**src/rtl/txfifo_wr_arb.sv**
```systemverilog
// Packet-granular round-robin write arbiter for the TX FIFO: admits a whole
// packet only when the FIFO has room for it, then streams it without interleaving.
module txfifo_wr_arb #(
    parameter int NREQ  = 2,
    parameter int WIDTH = 256,
    parameter int DEPTH = 1024,
    parameter int PTR   = 10
) (
    input  logic                       clk,
    input  logic                       reset_,
    input  logic [NREQ-1:0]            req_i,
    input  logic [NREQ*(PTR+1)-1:0]    len_i,
    input  logic [NREQ-1:0]            vld_i,
    input  logic [NREQ*WIDTH-1:0]      data_i,
    input  logic [NREQ-1:0]            eop_i,
    output logic [NREQ-1:0]            rdy_o,
    output logic [NREQ-1:0]            gnt_o,
    output logic                       busy_o,
    output logic                       len_err_o,
    output logic                       fifo_wrreq,
    output logic [WIDTH-1:0]           fifo_data,
    input  logic [PTR:0]               fifo_wrusedw,
    input  logic                       fifo_wrfull
);

    localparam int           IW      = (NREQ > 1) ? $clog2(NREQ) : 1;
    localparam logic [PTR:0] DEPTH_W = (PTR+1)'(DEPTH);

    typedef enum logic [1:0] {IDLE, XFER, SETTLE} state_t;

    state_t            state_reg, state_next;
    logic [IW-1:0]     rr_ptr_reg, rr_ptr_next;
    logic [IW-1:0]     g_idx_reg, g_idx_next;
    logic [NREQ-1:0]   gnt_reg, gnt_next;
    logic [PTR:0]      len_reg, len_next;
    logic [PTR:0]      cnt_reg, cnt_next;
    logic              len_err_reg, len_err_next;
    logic              busy_reg, busy_next;

    logic [PTR:0]      len_arr  [NREQ];
    logic [WIDTH-1:0]  data_arr [NREQ];

    genvar gi;
    generate
        for (gi = 0; gi < NREQ; gi++) begin : g_unpack
            assign len_arr[gi]  = len_i[gi*(PTR+1) +: (PTR+1)];
            assign data_arr[gi] = data_i[gi*WIDTH +: WIDTH];
        end
    endgenerate

    // First pending requester at or after rr_ptr, wrapping modulo NREQ.
    logic          cand_found;
    logic [IW-1:0] cand_idx;
    int            scan;

    always_comb begin
        cand_found = 1'b0;
        cand_idx   = '0;
        scan       = 0;
        for (int i = 0; i < NREQ; i++) begin
            scan = int'(rr_ptr_reg) + i;
            if (scan >= NREQ) begin
                scan = scan - NREQ;
            end
            if (!cand_found && req_i[IW'(scan)]) begin
                cand_found = 1'b1;
                cand_idx   = IW'(scan);
            end
        end
    end

    logic [PTR:0]  cand_len;
    logic [PTR:0]  space;
    logic          len_bad;
    logic [IW-1:0] ptr_inc;
    logic          accept;
    logic          eop_sel;
    logic          cnt_last;

    assign cand_len = len_arr[cand_idx];
    assign len_bad  = (cand_len == '0) || (cand_len > DEPTH_W);
    assign space    = (fifo_wrusedw > DEPTH_W) ? '0 : (DEPTH_W - fifo_wrusedw);
    assign ptr_inc  = (cand_idx == IW'(NREQ-1)) ? '0 : (cand_idx + 1'b1);

    assign accept   = (state_reg == XFER) && vld_i[g_idx_reg] && !fifo_wrfull;
    assign eop_sel  = eop_i[g_idx_reg];
    assign cnt_last = (cnt_reg == (len_reg - 1'b1));

    always_comb begin
        state_next   = state_reg;
        rr_ptr_next  = rr_ptr_reg;
        g_idx_next   = g_idx_reg;
        gnt_next     = gnt_reg;
        len_next     = len_reg;
        cnt_next     = cnt_reg;
        len_err_next = 1'b0;
        case (state_reg)
            IDLE: begin
                if (cand_found) begin
                    if (len_bad) begin
                        len_err_next = 1'b1;
                        rr_ptr_next  = ptr_inc;
                    end else if (space >= cand_len) begin
                        len_next    = cand_len;
                        cnt_next    = '0;
                        gnt_next    = {{(NREQ-1){1'b0}}, 1'b1} << cand_idx;
                        g_idx_next  = cand_idx;
                        rr_ptr_next = ptr_inc;
                        state_next  = XFER;
                    end
                end
            end
            XFER: begin
                if (accept) begin
                    cnt_next = cnt_reg + 1'b1;
                    // Stop at whichever comes first so the admitted space is never overrun.
                    if (eop_sel || cnt_last) begin
                        len_err_next = (eop_sel != cnt_last);
                        gnt_next     = '0;
                        state_next   = SETTLE;
                    end
                end
            end
            SETTLE: begin
                state_next = IDLE;
            end
            default: begin
                state_next = IDLE;
            end
        endcase
        busy_next = (state_next != IDLE);
    end

    always_ff @(posedge clk or negedge reset_) begin
        if (!reset_) begin
            state_reg   <= IDLE;
            rr_ptr_reg  <= '0;
            g_idx_reg   <= '0;
            gnt_reg     <= '0;
            len_reg     <= '0;
            cnt_reg     <= '0;
            len_err_reg <= 1'b0;
            busy_reg    <= 1'b0;
        end else begin
            state_reg   <= state_next;
            rr_ptr_reg  <= rr_ptr_next;
            g_idx_reg   <= g_idx_next;
            gnt_reg     <= gnt_next;
            len_reg     <= len_next;
            cnt_reg     <= cnt_next;
            len_err_reg <= len_err_next;
            busy_reg    <= busy_next;
        end
    end

    assign rdy_o      = gnt_reg & {NREQ{accept}};
    assign fifo_wrreq = accept;
    assign fifo_data  = data_arr[g_idx_reg];
    assign gnt_o      = gnt_reg;
    assign busy_o     = busy_reg;
    assign len_err_o  = len_err_reg;

endmodule

```
**config.mk**
```make
export PLATFORM = sky130hd
export DESIGN_NAME = txfifo_wr_arb
export DESIGN_NICKNAME = d
export VERILOG_FILES = /design/src/rtl/txfifo_wr_arb.sv
export SDC_FILE = /design/constraint.sdc
export NUM_CORES = 1
export LEC_CHECK = 0
export CAP_MARGIN = 20
export CORE_AREA = 4 4 317 319
export CTS_BUF_LIST = sky130_fd_sc_hd__clkbuf_8
export DETAILED_ROUTE_END_ITERATION = 8
export DIE_AREA = 0 0 321 323
export SYNTH_ARGS = -nofsm -noshare
export SYNTH_HDL_FRONTEND = slang
export SYNTH_SLANG_ARGS = --single-unit
```
**constraint.sdc**
```tcl
create_clock -name clk -period 6.4 [get_ports clk]
set_input_delay 0.96 -clock clk [delete_from_list [all_inputs] [get_ports clk]]
set_output_delay 0.96 -clock clk [all_outputs]
set_load 0.05 [all_outputs]
```
; Yosys cells after proc, flatten, opt, wreduce, memory -nomap -nowiden
; Index checks and enable logic that the tools add are counted.
[word_totals]
register_bits = 30
inputBits = 554
out_inout_bits = 263
wordCells = 100
[op_classes]
add_sub_neg = 7
order_cmp = 10
eq_ne = 8
shifts = 1
mux = 46
n_bitwise = 4
n_reduce_logical = 16
[ops]
columns = op, count
row1 = $mux 256, 3
row2 = $mux 11, 8
row3 = $gt 11x11->1 const B, 2
row4 = $pmux 11 s2, 1
row5 = $mux 1, 21
row6 = $mux 2, 10
row7 = $add 11x1->11 const B, 1
row8 = $eq 11x11->1, 1
row9 = $ge 11x11->1, 1
row10 = $logic_not 11->1, 1
row11 = $sub 11x1->11 const B, 1
row12 = $sub 11x11->11 const A, 1
row13 = $ne 2x2->1 const B, 4
row14 = $pmux 2 s2, 2
row15 = $ge 2x2->1 const B, 3
row16 = $lt 1x3->1 const B, 2
row17 = $reduce_and 6->1, 1
row18 = $reduce_bool 2->1, 3
row19 = $reduce_and 5->1, 1
row20 = $not 1->2, 2
row21 = $reduce_and 4->1, 1
row22 = $logic_and 1x1->1, 3
row23 = $reduce_and 3->1, 1
row24 = $add 1x1->2 const B, 1
row25 = 14 further kinds, 17

; Depth between registers and ports, before layout
; Gate-level depths: netlist of run 1.
[logic_depth]
word_depth = 19
ltp_mapped = 15

; Worst setup path before layout of run 1
; OpenSTA, ideal clock, no wires.
[synth_path]
path_type = in2reg
start = input fifo_wrusedw[1]
end = register cnt_reg[8]
t_arrival_ps = 4056
t_required_ps = 6322
path_slack_ps = 2267
path_stages = 14
n_path_buf = 1
cell_sequence = or3_1 -> nor3_1 -> nand2b_1 -> or4_1 -> xnor2_1 -> nor2_1 -> ha_1 -> nand4_1 -> a211o_1 -> o22ai_2 -> nor4_2 -> buf_6 -> or4_1 -> a21oi_1
[synth_between]
elab_chain_len = 5
[synth_lines]
columns = item, line
row1 = start: declaration, 22  ; input logic [PTR:0] fifo_wrusedw,
row2 = $sub 11x11->11 or $gt 11x11->1 (tied branches), 82  ; assign space = (fifo_wrusedw > DEPTH_W) ? '0 : (DEPTH_W - fifo_wrusedw);
row3 = $mux 11 (*), 82
row4 = $ge 11x11->1 (*), 103  ; end else if (space >= cand_len) begin
row5 = $ne 2x2->1 (no line) (*), --
row6 = $reduce_and 5->1 (no line) (*), --
row7 = end signal: assignment, 150  ; cnt_reg <= cnt_next;
row8 = end: declaration, 36  ; logic [PTR:0] cnt_reg, cnt_next;
; Mark *: on every way between the ends. The rest lies on a longest branch, timed or not.
; A chain may end at the register's enable or synchronous reset.

; Worst setup path after layout of run 1
[layout_path]
start = input fifo_wrusedw[0]
end = register gnt_reg[0], in the netlist gnt_o[0]
[layout_between]
elab_chain_len = 5
[layout_lines]
columns = item, line
row1 = $sub 11x11->11 or $gt 11x11->1 (tied branches), 82
row2 = $mux 11 (*), 82
row3 = $ge 11x11->1 (*), 103
row4 = $ne 2x2->1 (no line) (*), --
row5 = $reduce_and 6->1 (no line) (*), --
row6 = end signal: assignment, 148  ; gnt_reg <= gnt_next;
row7 = end: declaration, 34  ; logic [NREQ-1:0] gnt_reg, gnt_next;
; Marked as above.

==> flow_summary.yaml, run 1 <==
global_route:
  grt.total_usage: 0.133
  use_met1: 0.154
  use_met3: 0.0547
  grt_pass1_vias: 8212
  gr-total-overflow: 0
  antenna_found_initial: 4
  grt_pass1_wl_um: 88300
  use_met2: 0.238
  grt_max_degree: 58
  grt_busiest_layer: "met2"
die:
  start_util: 0.0554
  rows: 115
  die_h_um: 323
  coreArea_mm2: 0.0978
  pin_count: 817
  die-area_mm2: 0.104
  die_x_um: 321
sta:
  slew_headroom: 0.292
  finalCriticalPeriod_ps: 4950
  fin_crit_sh: 0.773
  timing.final.ws_setup_ps: 1450
  rsz0062_at_grt: "no"
  finalSetupTns_ps: 0
  fmax_mhz: 202
  tightest_slew_ps: 1060
  slew_viol_final: 0
  hold_viol: 0
  holdWs_ps: 492
  skew_ps: 8.90
  finalSetupViolCount: 0
routing:
  ant_nets: 0
  vias_per_cell: 2.97
  dr.pass1.iters: 4
  drc: 0
  avgRoutedWirePerCell_um: 28.3
  wl_um: 74600
  vias: 7854
  drt_iter0_drc: 268
pwr:
  leakagePower_nw: 5.24
  power_mw: 3.83
  irDropWorstVdd_mv: 0.0714
  power_density_mw_per_mm2: 252
yosys:
  synth.top_cell.area_share: 0.536
  yosysTopAreaCell: "mux2_2"
  synth_common_cells: "258 x mux2_2, 30 x clkbuf_1, 30 x dfrtp_1"
  syn_inst: 556
  synth_cell_type_count: 56
  synth.avg_cell_area_um2: 9.75
  synth.most_common_cell: "mux2_2"
  synthTopCellsByArea: "mux2_2 54%, dfrtp_1 14%, ha_1 3.5%"
  ys_ff_latch: 30
  synth.cell_area_mm2: 0.00542
  synth_nets: 1125
  ys_seq_area_frac: 0.139
  synth_flop_cell: "dfrtp_1"
  synth-async-reset-ratio: 1.00
  synth_edf_count: 0
  synth_warnings: 0
job:
  cap_violations: 0
clocking:
  clockBufferDepth: 2
  cts_htree_levels: 2
  cts_sinks: 30
  postCtsHoldBufs: 0
  post_cts_resized: 0
  clk_latency_ps: 290
  post-cts-setup-buffer-count: 0
  cts_root_buf: "clkbuf_8"
  path_clk_slew_ps: 60
  cts_inserted_buffers: 5
  cts_tree: "done"
placement:
  globalplace.congestion: 0.753
  placed_cells_incl_taps: 2630
  placed_cell_area_mm2: 0.0151
  hpwl_um: 69500
  dp_slack_ps: 1170
  port_buffers: 815
setup_path:
  cp_max_fo: 16
  cpMaxStageDelayCell: "nor2_1"
  reg2reg_from: "rr_ptr_reg"
  cp_common_cell: "nor2_1"
  crit_path_end_kind: "flip-flop"
  arrival_ps: 5170
  start_kind: "primary input"
  crit_chain: "clkdlybuf4s50_1 > or3_1 > nor3_1 > nand2b_1 > or4_1 > xnor2_1 > nor2_1 > ha_1 > nand4_1 > a211o_1 > o22ai_2 > o21ai_1 > nor2_1 > a22o_1"
  path_class: "in -> reg"
  reg2reg_to: "gnt_o[0]"
  required_ps: 6620
  crit_family: "simple AND/OR/NAND/NOR gates"
  regToRegSetupSlack_ps: 2600
  ff2ff_path_depth: 9
  critPathBufInv: 1
  critPathMaxStageDelay_ps: 690
min_path:
  hold_path_end: "rr_ptr_reg"
  worstHoldStart: "rr_ptr_reg"
  whs_path_depth: 1
  min_path_type: "reg -> reg"
run_status:
  status: "completed"
cells_and_area:
  nNetsFinal: 1919
  syn_to_final_growth_pct: 180
  final_cell_area_mm2: 0.0152
  fin_util: 0.155
  final-instance-count-excl-fill: 2641
  drive_above_1_share: 0.211
[per-layer routing]
| layer | routed length (um) | share of wire |
|---|---|---|
| met1 | 29300 | 0.39 |
| met2 | 36800 | 0.49 |
| met3 | 8030 | 0.11 |
| met4 | 542 | 0.0073 |
| met5 | 0 | 0 |
[layout by cell type (no fill, tap or decap), types with 7 or more instances in the layout]
cell type        count
nor2_1              23
mux2_2             258
xor2_1               9
nand3_1              7
buf_4                8
mux2i_1             14
inv_1                8
nand4_1              7
ha_1                15
or4_1                9
a21oi_1             13
o31ai_1              7
xnor2_1             14
clkdlybuf4s50_1    815
nand2_1              7
o21ai_0             25
o21ai_1              7
dfrtp_1             29
[where the power goes]
part / internal [mW] / total [mW] / leakage (nW) / switching, mW
registers: 0.240 / 0.319 / 0.391 / 0.0790
clock network: 0.0850 / 0.158 / 0.0524 / 0.0735
logic: 1.23 / 3.35 / 4.79 / 2.12
total: 1.55 / 3.83 / 5.24 / 2.28
[worst max path at each step]
stage	from	endpoint	slack, ps	depth (start not counted)
detailed placement	fifo_wrusedw[0]	gnt_o[0]	1170	14
global placement	fifo_wrusedw[0]	gnt_o[0]	1210	14
global route	fifo_wrusedw[0]	gnt_o[0]	1120	13
finish	fifo_wrusedw[0]	gnt_o[0]	1450	14
floorplan	fifo_wrusedw[1]	cnt_reg[8]	2270	14
CTS	fifo_wrusedw[0]	gnt_o[0]	1470	14
[logic make-up (layout without fill, tap and decap cells)]
| kind of cell | Yosys count | after routing | share of synthesized area |
|---|---|---|---|
| other | 0 | 3 | 0 |
| DFF | 30 | 30 | 0.139 |
| buffers and inverters | 43 | 838 | 0.0325 |
| muxes | 274 | 274 | 0.566 |
| AOI/OAI and AO/OA | 74 | 74 | 0.0861 |
| xor gates and xnor gates | 23 | 23 | 0.0372 |
| adders and majority gates | 15 | 15 | 0.0346 |
| and+or+nand+nor | 97 | 97 | 0.105 |
[cell type report]
class,instances,area [um^2]
Fill cell,11100,82600
Timing Repair Buffer,823,8220
Multi-Input combinational cell,483,4490
Tap cell,1287,1610
Sequential cell,30,754
Clock buffer,6,82.6
Inverter,7,26.3
Clock inverter,2,8.76
Antenna cell,3,7.51
No activity file was read; power rests on OpenSTA's default activity.
==> run 2, diff against run 1 <==
--- a/config.mk
+++ b/config.mk
@@ -6,10 +6,10 @@
 export NUM_CORES = 1
 export LEC_CHECK = 0
 export CAP_MARGIN = 20
-export CORE_AREA = 4 4 317 319
+export CORE_AREA = 4 4 320 322
 export CTS_BUF_LIST = sky130_fd_sc_hd__clkbuf_8
 export DETAILED_ROUTE_END_ITERATION = 8
-export DIE_AREA = 0 0 321 323
+export DIE_AREA = 0 0 324 326
 export SYNTH_ARGS = -nofsm -noshare
 export SYNTH_HDL_FRONTEND = slang
 export SYNTH_SLANG_ARGS = --single-unit
==> constraint.sdc (replaced) <==
create_clock -name clk -period 4.6 [get_ports clk]
set_input_delay 0.69 -clock clk [delete_from_list [all_inputs] [get_ports clk]]
set_output_delay 0.69 -clock clk [all_outputs]
set_load 0.05 [all_outputs]
==> flow_summary.yaml, run 2 (synthesized netlist as in run 1, its figures left out) <==
pwr:
  swShare: 0.593
  power.switching_mw: 3.18
  clock_power_share: 0.040
  power_density_mw_per_mm2: 351
  seq_power_share: 0.082
  comb_power_share: 0.878
  irDropWorstVdd_mv: 0.188
  leakagePower_nw: 5.35
  power_mw: 5.36
  power.internal_mw: 2.18
routing:
  wl_um: 76700
  dr.pass1.iters: 5
  vias: 8000
  ant_nets: 0
  drt_iter0_drc: 363
  vias_per_cell: 3.00
  avgRoutedWirePerCell_um: 28.8
  drc: 0
clocking:
  cts_inserted_buffers: 5
  postCtsHoldBufs: 0
  post_cts_resized: 0
  cts_sinks: 30
  post-cts-setup-buffer-count: 0
  cts_tree: "done"
  clk_latency_ps: 280
  clockBufferDepth: 2
  cts_htree_levels: 2
  path_clk_slew_ps: 70
  cts_root_buf: "clkbuf_8"
die:
  start_util: 0.0544
  coreArea_mm2: 0.0996
  die_h_um: 326
  rows: 116
  pin_count: 817
  die_x_um: 324
  die-area_mm2: 0.106
cells_and_area:
  final_common_cell: "clkdlybuf4s50_1"
  syn_to_final_growth_pct: 182
  fin_util: 0.154
  drive_above_1_share: 0.244
  final_cell_mix: "782 x clkdlybuf4s50_1, 258 x mux2_2, 53 x buf_4"
  nNetsFinal: 1934
setup_path:
  crit_chain: "clkdlybuf4s50_1 > or3_1 > nor3_1 > nand2b_1 > or4_1 > xnor2_1 > nor2_1 > ha_1 > nand4_1 > a211o_1 > o22ai_2 > nor4_2 > buf_4 > or4_1 > a21oi_1"
  cp_max_fo: 16
  required_ps: 4810
  crit_path_end_kind: "flip-flop"
  path_class: "in -> reg"
  start_kind: "primary input"
  arrival_ps: 4440
  cp_common_cell: "or4_1"
  cpMaxStageDelayCell: "or4_1"
  critPathMaxStageDelay_ps: 520
sta:
  hold_viol: 0
  slew_viol_final: 0
  slew_headroom: 0.290
  fmax_mhz: 236
  fin_crit_sh: 0.921
  finalSetupViolCount: 0
  rsz0062_at_grt: "no"
  finalCriticalPeriod_ps: 4240
  tightest_slew_ps: 1060
  finalSetupTns_ps: 0
  skew_ps: 5.63
  timing.final.ws_setup_ps: 364
global_route:
  grt_pass1_wl_um: 91200
  antenna_found_initial: 9
  grt_pass1_vias: 8451
  grt_max_degree: 77
  grt.total_usage: 0.135
  gr-total-overflow: 0
placement:
  globalplace.congestion: 0.872
  dp_slack_ps: 101
  port_buffers: 815
  hpwl_um: 71900
run_status:
  status: "completed"
job:
  cap_violations: 0
min_path:
  min_path_type: "reg -> reg"
## run 2: final timing paths
kind                          endpoint  slack [ps]            start  cells after the start
setup / recovery           cnt_reg[10]         360  fifo_wrusedw[0]                     15
hold reg to reg             rr_ptr_reg         510       rr_ptr_reg                      1
min in group asynchronous    g_idx_reg         790           reset_                      2
max in group asynchronous    g_idx_reg        3500           reset_                      2
hold / removal              rr_ptr_reg         510       rr_ptr_reg                      1
setup reg to reg              gnt_o[0]        1100       len_reg[2]                     10
## run 2: area by class of cell
type	instances	area, um^2
diodes	4	10.0
clock buffers	6	82.6
clock inverters	2	8.76
fillers	11300	84300
inverters	7	26.3
multi-input cells	483	4490
flip-flops and latches	30	754
well taps	1298	1620
repair buffers	838	8290
## run 2: worst max-delay path, delay by kind of cell
family | cells | cell delay (ps)
xor+xnor | 1 | 170
compound gates | 3 | 700
buf+inv | 2 | 650
simple gates | 8 | 1960
fa+ha+maj | 1 | 290
## run 2: routing by layer
metal / vias up / global-route usage / wire (um)
met2: 512 / 0.230 / 35900
met5: - / 0 / 0
met1: 3743 / 0.158 / 30400
li1: 3733 / - / -
met4: 0 / 0.00891 / 340
met3: 12 / 0.0698 / 10100
## run 2: through the flow
step | hold WS [ps] | std cells | cell area (um^2)
5_1_grt | 536 | 2668 | 15300
4_1_cts | 518 | 2664 | 15300
3_3_place_gp | 482 | 2656 | 15200
2_1_floorplan | 394 | 556 | 5420
6_report | 508 | 2668 | 15300
3_5_place_dp | 505 | 2656 | 15200
## run 2: power groups by stage
stage	sequential, mW	combinational, mW	clock (mW)
after CTS	0.439	4.86	0.223
final	0.440	4.71	0.216
after detailed placement	0.444	4.83	0
after global placement	0.442	4.83	0
after floorplan	0.447	2.54	0
after global routing	0.451	4.97	0.235
==> run 3, diff against run 2 <==
--- a/config.mk
+++ b/config.mk
@@ -6,10 +6,10 @@
 export NUM_CORES = 1
 export LEC_CHECK = 0
 export CAP_MARGIN = 20
-export CORE_AREA = 4 4 320 322
+export CORE_AREA = 4 4 315 317
 export CTS_BUF_LIST = sky130_fd_sc_hd__clkbuf_8
 export DETAILED_ROUTE_END_ITERATION = 8
-export DIE_AREA = 0 0 324 326
+export DIE_AREA = 0 0 319 321
 export SYNTH_ARGS = -nofsm -noshare
 export SYNTH_HDL_FRONTEND = slang
 export SYNTH_SLANG_ARGS = --single-unit
==> constraint.sdc (replaced) <==
create_clock -name clk -period 3.6 [get_ports clk]
set_input_delay 0.54 -clock clk [delete_from_list [all_inputs] [get_ports clk]]
set_output_delay 0.54 -clock clk [all_outputs]
set_load 0.05 [all_outputs]
==> flow_summary.yaml, run 3 (synthesized netlist as in run 1, its figures left out) <==
run_status:
  status: "completed"
cells_and_area:
  final_cell_mix: "698 x clkdlybuf4s50_1, 258 x mux2_2, 152 x buf_4"
  final-instance-count-excl-fill: 2665
  fin_util: 0.159
  multi_input_area_mm2: 0.00460
  fillers: 10900
  nNetsFinal: 1957
  drive_above_1_share: 0.328
  syn_to_final_growth_pct: 183
  final_cell_area_mm2: 0.0153
  final_common_cell: "clkdlybuf4s50_1"
  seq_area_um2: 754
  antenna_cells: 0
routing:
  drc: 0
  dr.pass1.iters: 4
  vias: 8117
  avgRoutedWirePerCell_um: 29.3
  ant_nets: 0
  wl_um: 78200
  vias_per_cell: 3.05
  drt_iter0_drc: 250
setup_path:
  critPathBufInv: 2
  arrival_ps: 3680
  start_kind: "primary input"
  reg2reg_from: "len_reg[2]"
  path_class: "in -> reg"
  cpMaxStageDelayCell: "or4_4"
  critPathMaxStageDelay_ps: 500
  crit_chain: "buf_2 > or3_4 > nor3_4 > nand2b_1 > or4_4 > xnor2_2 > nor2_1 > ha_1 > nand4_1 > a211o_1 > o22ai_4 > nor4_4 > buf_12 > or4_4 > a21oi_2"
  ff2ff_path_depth: 10
  crit_family: "simple AND/OR/NAND/NOR gates"
  crit_path_end_kind: "flip-flop"
  regToRegSetupSlack_ps: 330
  cp_common_cell: "or4_4"
  required_ps: 3820
  reg2reg_to: "gnt_o[0]"
  cp_max_fo: 16
global_route:
  grt_max_degree: 68
  use_met1: 0.190
  grt.total_usage: 0.142
  grt_pass1_wl_um: 94300
  use_met3: 0.0834
  antenna_found_initial: 5
  grt_busiest_layer: "met2"
  grt_pass1_vias: 8729
  use_met2: 0.205
  gr-total-overflow: 0
sta:
  holdWs_ps: 507
  fin_crit_sh: 0.962
  tightest_slew_ps: 821
  skew_ps: 5.87
  timing.final.ws_setup_ps: 137
  slew_viol_final: 0
  finalCriticalPeriod_ps: 3460
  slew_headroom: 0.451
  finalSetupTns_ps: 0
  hold_viol: 0
  finalSetupViolCount: 0
  rsz0062_at_grt: "yes"
  fmax_mhz: 289
placement:
  globalplace.congestion: 0.842
  dp_slack_ps: -617
  port_buffers: 815
  hpwl_um: 73400
  placed_cells_incl_taps: 2652
  placed_cell_area_mm2: 0.0151
die:
  pin_count: 817
  rows: 114
  die_h_um: 321
  die_x_um: 319
  coreArea_mm2: 0.0963
  start_util: 0.0563
  die-area_mm2: 0.102
pwr:
  leakagePower_nw: 5.58
  power_mw: 6.97
  power_density_mw_per_mm2: 454
  irDropWorstVdd_mv: 0.222
min_path:
  hold_path_end: "rr_ptr_reg"
  worstHoldStart: "rr_ptr_reg"
  min_path_type: "reg -> reg"
  whs_path_depth: 1
clocking:
  cts_root_buf: "clkbuf_8"
  path_clk_slew_ps: 70
  cts_tree: "done"
  cts_sinks: 30
  clockBufferDepth: 2
  clk_latency_ps: 280
  cts_htree_levels: 2
  cts_inserted_buffers: 5
job:
  cap_violations: 0
## run 3: cell types whose count changed in the layout (fill, tap and decap cells not counted), sizes merged
cell / previous run / this run
buf: 56 / 161
clkdlybuf4s50: 782 / 698
diode: 4 / 0
dlygate4sd2: 0 / 1
dlymetal6s2s: 0 / 1
## run 3: power breakdown
group	switching, mW	internal (mW)	leakage, nW	total [mW]
Clock	0.135	0.151	0.0524	0.286
Combinational	3.89	2.22	5.14	6.12
Sequential	0.138	0.427	0.391	0.565
## run 3: worst max path at each step
| stage | startpoint | endpoint | cells after the start |
|---|---|---|---|
| CTS | fifo_wrusedw[0] | cnt_reg[2] | 15 |
| finish | fifo_wrusedw[2] | cnt_reg[10] | 15 |
| global placement | fifo_wrusedw[1] | cnt_reg[4] | 15 |
| global route | fifo_wrusedw[2] | cnt_reg[3] | 15 |
| detailed placement | fifo_wrusedw[1] | cnt_reg[7] | 15 |
| floorplan | fifo_wrusedw[1] | cnt_reg[8] | 14 |
## run 3: layout make-up
cell class / instances / share of cell area
repair buffers: 861 / 0.539
multi-input cells: 483 / 0.300
well taps: 1276 / 0.104
flip-flops and latches: 30 / 0.0492
clock buffers: 6 / 0.00538
inverters: 7 / 0.00171
clock inverters: 2 / 0.000571
## run 3: layer usage
| layer | share of wire | wire (um) | vias up |
|---|---|---|---|
| met5 | 0 | 0 | - |
| met4 | 0.0038 | 295 | 0 |
| met3 | 0.14 | 11300 | 13 |
| met2 | 0.40 | 31600 | 538 |
| met1 | 0.45 | 35000 | 3785 |
| li1 | - | - | 3781 |
## run 3: repair_timing
item / CTS / global route
buffers inserted: 6 / 2
setup endpoints to repair: 27 / 27
gates resized for setup: 20 / 20
pin swaps: 22 / 12
hold buffers: 0 / 0
